--- src/rtl/bf_stdout_uart.sv ---
// rtl/bf_stdout_uart.sv - brainfuck stdout sink: byte FIFO feeding a UART 8N1 transmitter
// Define BF_UART_PARITY_EN to insert an even-parity bit between data and stop (8E1).
module bf_stdout_uart #(
    parameter int CLKS_PER_BIT    = 104,
    parameter int FIFO_DEPTH_LOG2 = 4
) (
    input  logic                     clk,
    input  logic                     reset,
    input  logic [7:0]               stdout,
    input  logic                     stdout_en,
    output logic                     tx,
    output logic                     busy,
    output logic                     fifo_full,
    output logic [FIFO_DEPTH_LOG2:0] fifo_count,
    output logic                     overflow
);
    localparam int DEPTH = 1 << FIFO_DEPTH_LOG2;
    localparam int BW    = $clog2(CLKS_PER_BIT);
    localparam int CW    = FIFO_DEPTH_LOG2 + 1;

    localparam logic [BW-1:0] BAUD_RELOAD = BW'(CLKS_PER_BIT - 1);
    localparam logic [BW-1:0] BAUD_ONE    = BW'(1);
    localparam logic [CW-1:0] DEPTH_CNT   = CW'(DEPTH);
    localparam logic [CW-1:0] CNT_ONE     = CW'(1);
    localparam logic [FIFO_DEPTH_LOG2-1:0] PTR_ONE = FIFO_DEPTH_LOG2'(1);

    localparam logic [2:0] IDLE   = 3'd0;
    localparam logic [2:0] START  = 3'd1;
    localparam logic [2:0] DATA   = 3'd2;
    localparam logic [2:0] STOP   = 3'd3;
`ifdef BF_UART_PARITY_EN
    localparam logic [2:0] PARITY = 3'd4;
`endif

    logic [7:0]                 mem [DEPTH];
    logic [FIFO_DEPTH_LOG2-1:0] wr_ptr;
    logic [FIFO_DEPTH_LOG2-1:0] rd_ptr;
    logic [CW-1:0]              count;
    logic                       en_q;
    logic [2:0]                 state;
    logic [BW-1:0]              baud;
    logic [7:0]                 shreg;
    logic [2:0]                 bit_idx;
    logic [7:0]                 rd_data;
    logic                       push;
    logic                       pop;
    logic                       full;
    logic                       wr_en;
`ifdef BF_UART_PARITY_EN
    logic                       parity_bit;
`endif

    // Edge-detect the strobe: proc may hold stdout_en high while stalled.
    assign push    = stdout_en & ~en_q;
    assign pop     = (state == IDLE) && (count != '0);
    assign full    = (count == DEPTH_CNT);
    assign wr_en   = push & (~full | pop);
    assign rd_data = mem[rd_ptr];

    assign fifo_count = count;
    assign fifo_full  = full;
    assign busy       = (state != IDLE) | (count != '0);

    always_ff @(posedge clk) begin
        if (wr_en) mem[wr_ptr] <= stdout;
    end

    always_ff @(posedge clk or posedge reset) begin
        if (reset) begin
            en_q     <= 1'b0;
            wr_ptr   <= '0;
            rd_ptr   <= '0;
            count    <= '0;
            overflow <= 1'b0;
        end else begin
            en_q <= stdout_en;
            if (wr_en) wr_ptr <= wr_ptr + PTR_ONE;
            if (pop)   rd_ptr <= rd_ptr + PTR_ONE;
            case ({wr_en, pop})
                2'b10:   count <= count + CNT_ONE;
                2'b01:   count <= count - CNT_ONE;
                default: count <= count;
            endcase
            if (push && full && !pop) overflow <= 1'b1;
        end
    end

    always_ff @(posedge clk or posedge reset) begin
        if (reset) begin
            state   <= IDLE;
            tx      <= 1'b1;
            baud    <= '0;
            shreg   <= '0;
            bit_idx <= '0;
`ifdef BF_UART_PARITY_EN
            parity_bit <= 1'b0;
`endif
        end else begin
            case (state)
                IDLE: begin
                    tx <= 1'b1;
                    if (pop) begin
                        shreg <= rd_data;
                        tx    <= 1'b0;
                        baud  <= BAUD_RELOAD;
                        state <= START;
`ifdef BF_UART_PARITY_EN
                        parity_bit <= ^rd_data;
`endif
                    end
                end
                START, DATA, STOP
`ifdef BF_UART_PARITY_EN
                , PARITY
`endif
                : begin
                    if (baud != '0) begin
                        baud <= baud - BAUD_ONE;
                    end else begin
                        baud <= BAUD_RELOAD;
                        case (state)
                            START: begin
                                tx      <= shreg[0];
                                bit_idx <= '0;
                                state   <= DATA;
                            end
                            DATA: begin
                                if (bit_idx == 3'd7) begin
`ifdef BF_UART_PARITY_EN
                                    tx    <= parity_bit;
                                    state <= PARITY;
`else
                                    tx    <= 1'b1;
                                    state <= STOP;
`endif
                                end else begin
                                    shreg   <= {1'b0, shreg[7:1]};
                                    tx      <= shreg[1];
                                    bit_idx <= bit_idx + 3'd1;
                                end
                            end
`ifdef BF_UART_PARITY_EN
                            PARITY: begin
                                tx    <= 1'b1;
                                state <= STOP;
                            end
`endif
                            default: begin
                                tx    <= 1'b1;
                                state <= IDLE;
                            end
                        endcase
                    end
                end
                default: begin
                    tx    <= 1'b1;
                    state <= IDLE;
                end
            endcase
        end
    end
endmodule

--- config.mk ---
export PLATFORM = sky130hd
export DESIGN_NAME = bf_stdout_uart
export DESIGN_NICKNAME = d
export VERILOG_FILES = /design/src/rtl/bf_stdout_uart.sv
export SDC_FILE = /design/constraint.sdc
export NUM_CORES = 1
export LEC_CHECK = 0
export ABC_AREA = 1
export BUFFER_PORTS_ARGS = -buffer_cell sky130_fd_sc_hd__buf_2
export CORE_UTILIZATION = 43
export DETAILED_ROUTE_END_ITERATION = 10
export PLACE_DENSITY = 0.56
export SYNTH_ARGS = -nofsm -noshare
export SYNTH_HDL_FRONTEND = slang
export SYNTH_SLANG_ARGS = --single-unit
--- constraint.sdc ---
create_clock -name clk -period 3.8 [get_ports clk]
set_input_delay 0.19 -clock clk [delete_from_list [all_inputs] [get_ports clk]]
set_output_delay 0.19 -clock clk [all_outputs]
set_load 0.01 [all_outputs]
==> summary.txt <==
Outcome
  • Outcome: finished, final reports clean

Layout
  • FF/Latch Area: 4750 sq um
  • Total area of multi-input combinational cells: 2110 sq um
  • Post-route insts no fill: approximately 870
  • Finished Cell Area: between 8000 and 9000 sq um
  • Share of layout cells above drive strength 1: 14.1%
  • Leading cell type in the layout, fill and taps excluded: sky130_fd_sc_hd__edfxtp_1
  • Leading cell types in the layout, fill and taps excluded: sky130_fd_sc_hd__edfxtp_1 (128), sky130_fd_sc_hd__nor2_1 (96), sky130_fd_sc_hd__nand2_1 (79)
  • Number of diodes added for antenna fixing: 0
  • Number of nets in the layout: 670
  • Layout Area Growth over Synthesis: 11.7%
  • Layout Utilization: 49.8%
  • Total of fill cells in the finished design: 1495

Clock tree
  • TritonCTS clock tree: yes
  • Max Buffers Root-to-Sink: 2
  • H-tree lvl count: 4
  • Inserted Clock Buffers: 17
  • Number of setup buffers added after CTS: 0
  • Clock sink total: 164
  • Cell chosen for the clock root: sky130_fd_sc_hd__clkbuf_16
  • Clock network latency to the later pin of the worst-skew pair: 0.43 ns
  • Clk pin slew, worst setup/hold paths: 0.07 ns

Logic synthesis
  • Number of nets produced by synthesis: ~650
  • Simple-Gate Fraction of Synth Area: 15.4%
  • Number of distinct library cells after synthesis: 40
  • Fraction of registers with async set/reset: a little over a fifth
  • Number of flops mapped to enable cells by yosys: 128
  • Yosys warning count: 0
  • Share of synthesized area spent on multiplexers: 0%
  • Synth Area in Compound Gates: 10.2%
  • Commonest register cell after synthesis: sky130_fd_sc_hd__edfxtp_1
  • Post-synthesis instance total: roughly 630
  • Xor/xnor share of the synthesized area: 1.34%
  • Post-synthesis adder-cell area fraction: roughly 2.4%
  • Post-synthesis cell area: 7190 sq um
  • Avg Synthesized Cell Area: 11.5 sq um
  • Sequential cell area fraction in the yosys report: 66.0%
  • Synth Register Bits: ~160
  • Dominant combinational cell family by area after synthesis: simple AND/OR/NAND/NOR gates

Worst setup path
  • Startpoint Class: flop
  • Crit path DAT: 2.60 ns
  • Critical path data required time: 3.86 ns
  • Worst Setup End Kind: flop
  • Critical path start-end classification: reg -> reg
  • Maximum fanout encountered on the critical timing path: 19

GRT
  • Wire length of the first global-routing pass: 25900 um
  • Maximum number of pins on one net before global-route repair: 73
  • Peak-usage layer in the global routing report: met2
  • Vias in the first global route: 4717
  • Tot GR Track Use: slightly above 20%
  • Total congestion overflow: 0
  • GR Layer Usage met1: a little over a quarter
  • GR met3 Demand/Resource: 3.82%
  • Met2 usage in global routing: 33.0%
  • Number of antenna violations at the first check in global routing: 0

Pwr
  • Leak Pwr: 2.99 nW
  • Power density cells: 526 nW/um^2
  • Max rail drop VDD: approximately 0.31 mV

Placement
  • Placed wire-length estimate after detailed placement: 10600 um
  • DP Cell Count: 840
  • Global placer's final weighted congestion: 0.817
  • DP Area: 7440 sq um
  • Buffers added on ports: 19

Detailed routing
  • DRT Pass-1 Iters: 4
  • Vias per cell: 5.38
  • Final antenna-violating net count: 0
  • Initial drt markers: approximately 280
  • Remaining routing DRC violations: 0
  • Overall routed net length: 16400 um
  • Overall via count from detail_route: 4700
  • Final routed wire length divided by cell count: 18.8 um

STA
  • Pins over their slew limit: 0
  • Unrepaired setup endpoints after global routing: false
  • Final Setup Violations: 0
  • Final period util: 66.8%
  • Final worst clock skew: approximately 0.0085 ns
  • Aggregate negative setup slack: 0 ns
  • Final Hold Violating Endpoints: 0
  • Minimum clock period after layout: 2.54 ns
  • Relative slew slack: roughly a third
  • Least-Margin Pin Slew: 0.987 ns
  • Top achievable clock speed: 394 MHz

Floorplan
  • Die Height: 131 um
  • Initial core utilization: between 40 and 50%
  • Boundary Pins: 20
  • Core area: 16100 sq um
  • Chip Width: 131 um
  • Total Die Area: 17200 sq um
  • Number of core rows: 46

Min path
  • Min-delay worst type: in -> reg

Flow run
  • Number of violations of the max-capacitance limit: 0
[flip-flops by register name, summed over array words and instances (netlist names)]
| register | count |
|---|---|
| mem | 128 |
| shreg | 8 |
| baud | 7 |
| fifo_count | 5 |
| rd_ptr | 4 |
| wr_ptr | 4 |
| bit_idx | 3 |
| state | 2 |
| en_q | 1 |
| overflow | 1 |
| tx | 1 |
[per-layer routing]
layer / part of all wire [%] / wire, um
met1: 44 / 7270
met2: 50 / 8140
met3: 3.8 / 628
met4: 2.2 / 362
met5: 0 / 0
[report_power, final]
part           internal, mW  switching (mW)  total [mW]  leakage, nW
combinational         0.129           0.300       0.429         1.13
clock                 0.921           0.740        1.66        0.277
sequential             2.06          0.0772        2.13         1.58
[cells in the mapped netlist (2+ instances only)]
cell type	number	share of area [%]
sky130_fd_sc_hd__a21oi_1	6	0.42
sky130_fd_sc_hd__buf_2	20	1.4
sky130_fd_sc_hd__buf_4	2	0.21
sky130_fd_sc_hd__buf_6	3	0.47
sky130_fd_sc_hd__clkbuf_1	2	0.10
sky130_fd_sc_hd__clkinv_1	2	0.10
sky130_fd_sc_hd__dfrtp_1	35	12
sky130_fd_sc_hd__edfxtp_1	128	53
sky130_fd_sc_hd__ha_1	14	2.4
sky130_fd_sc_hd__inv_1	35	1.8
sky130_fd_sc_hd__inv_2	8	0.42
sky130_fd_sc_hd__nand2_1	79	4.1
sky130_fd_sc_hd__nand2_2	5	0.44
sky130_fd_sc_hd__nand2_4	5	0.78
sky130_fd_sc_hd__nand3_1	37	2.6
sky130_fd_sc_hd__nand3_4	2	0.49
sky130_fd_sc_hd__nand4_1	4	0.35
sky130_fd_sc_hd__nor2_1	96	5.0
sky130_fd_sc_hd__nor2_2	4	0.35
sky130_fd_sc_hd__nor2_4	2	0.31
sky130_fd_sc_hd__nor3_1	4	0.28
sky130_fd_sc_hd__o211ai_1	28	2.9
sky130_fd_sc_hd__o21ai_0	44	3.1
sky130_fd_sc_hd__o21ai_1	26	1.8
sky130_fd_sc_hd__o21ai_2	2	0.24
sky130_fd_sc_hd__o221ai_1	2	0.24
sky130_fd_sc_hd__o22ai_1	9	0.78
sky130_fd_sc_hd__xor2_1	11	1.3
[cell families after synthesis]
logic type,Yosys count
flip-flops,164
AND/OR/NAND/NOR,242
adder cells (fa/ha/maj),14
XOR/XNOR,11
AO/OA/AOI/OAI,122
buffers and inverters,74
[worst max-delay path, cell delays in order, from the launching register on]
cell and delay [ns]:
sky130_fd_sc_hd__dfrtp_1 0.42, sky130_fd_sc_hd__inv_1 0.10, sky130_fd_sc_hd__ha_1 0.15, sky130_fd_sc_hd__buf_4 0.26, sky130_fd_sc_hd__inv_2 0.16, sky130_fd_sc_hd__nand2_2 0.12
sky130_fd_sc_hd__nand2_4 0.08, sky130_fd_sc_hd__inv_4 0.10, sky130_fd_sc_hd__nand2_1 0.17, sky130_fd_sc_hd__nor2_1 0.59
[per-stage QoR]
stage | hold WS [ns] | total power [mW] | worst slack, ns
floorplan | 0.221 | 2.44 | 1.75
global placement | 0.136 | 2.59 | 1.38
detailed placement | 0.148 | 2.60 | 1.28
CTS | 0.205 | 4.25 | 1.27
global route | 0.201 | 4.38 | 1.05
finish | 0.191 | 4.22 | 1.26
[final cells by class]
cell class / instances / share of cell area, %
inverter: 46 / 2.18
clock inverter: 14 / 1.76
timing repair buffer: 27 / 1.99
multi-input combinational: 389 / 26.3
clock buffer: 18 / 5.34
tap: 216 / 3.37
sequential: 164 / 59.1
[what timing repair did]
| item | in CTS | in global routing |
|---|---|---|
| resized for setup | 0 | 0 |
| endpoints found under the hold margin | 7 | 0 |
| hold buffers | 2 | 0 |
[final timing paths]
kind,from,endpoint,slack [ns],depth (start not counted)
max,state[0],mem[10][1],1.26,9
min,stdout[4],mem[5][4],0.19,1
max reg2reg,state[0],mem[10][1],1.26,9
min reg2reg,shreg[0],shreg[0],0.49,2
max in group asynchronous,reset,tx,2.83,4
min in group asynchronous,reset,rd_ptr[0],0.24,3
Power figures use the tool's default switching activity.
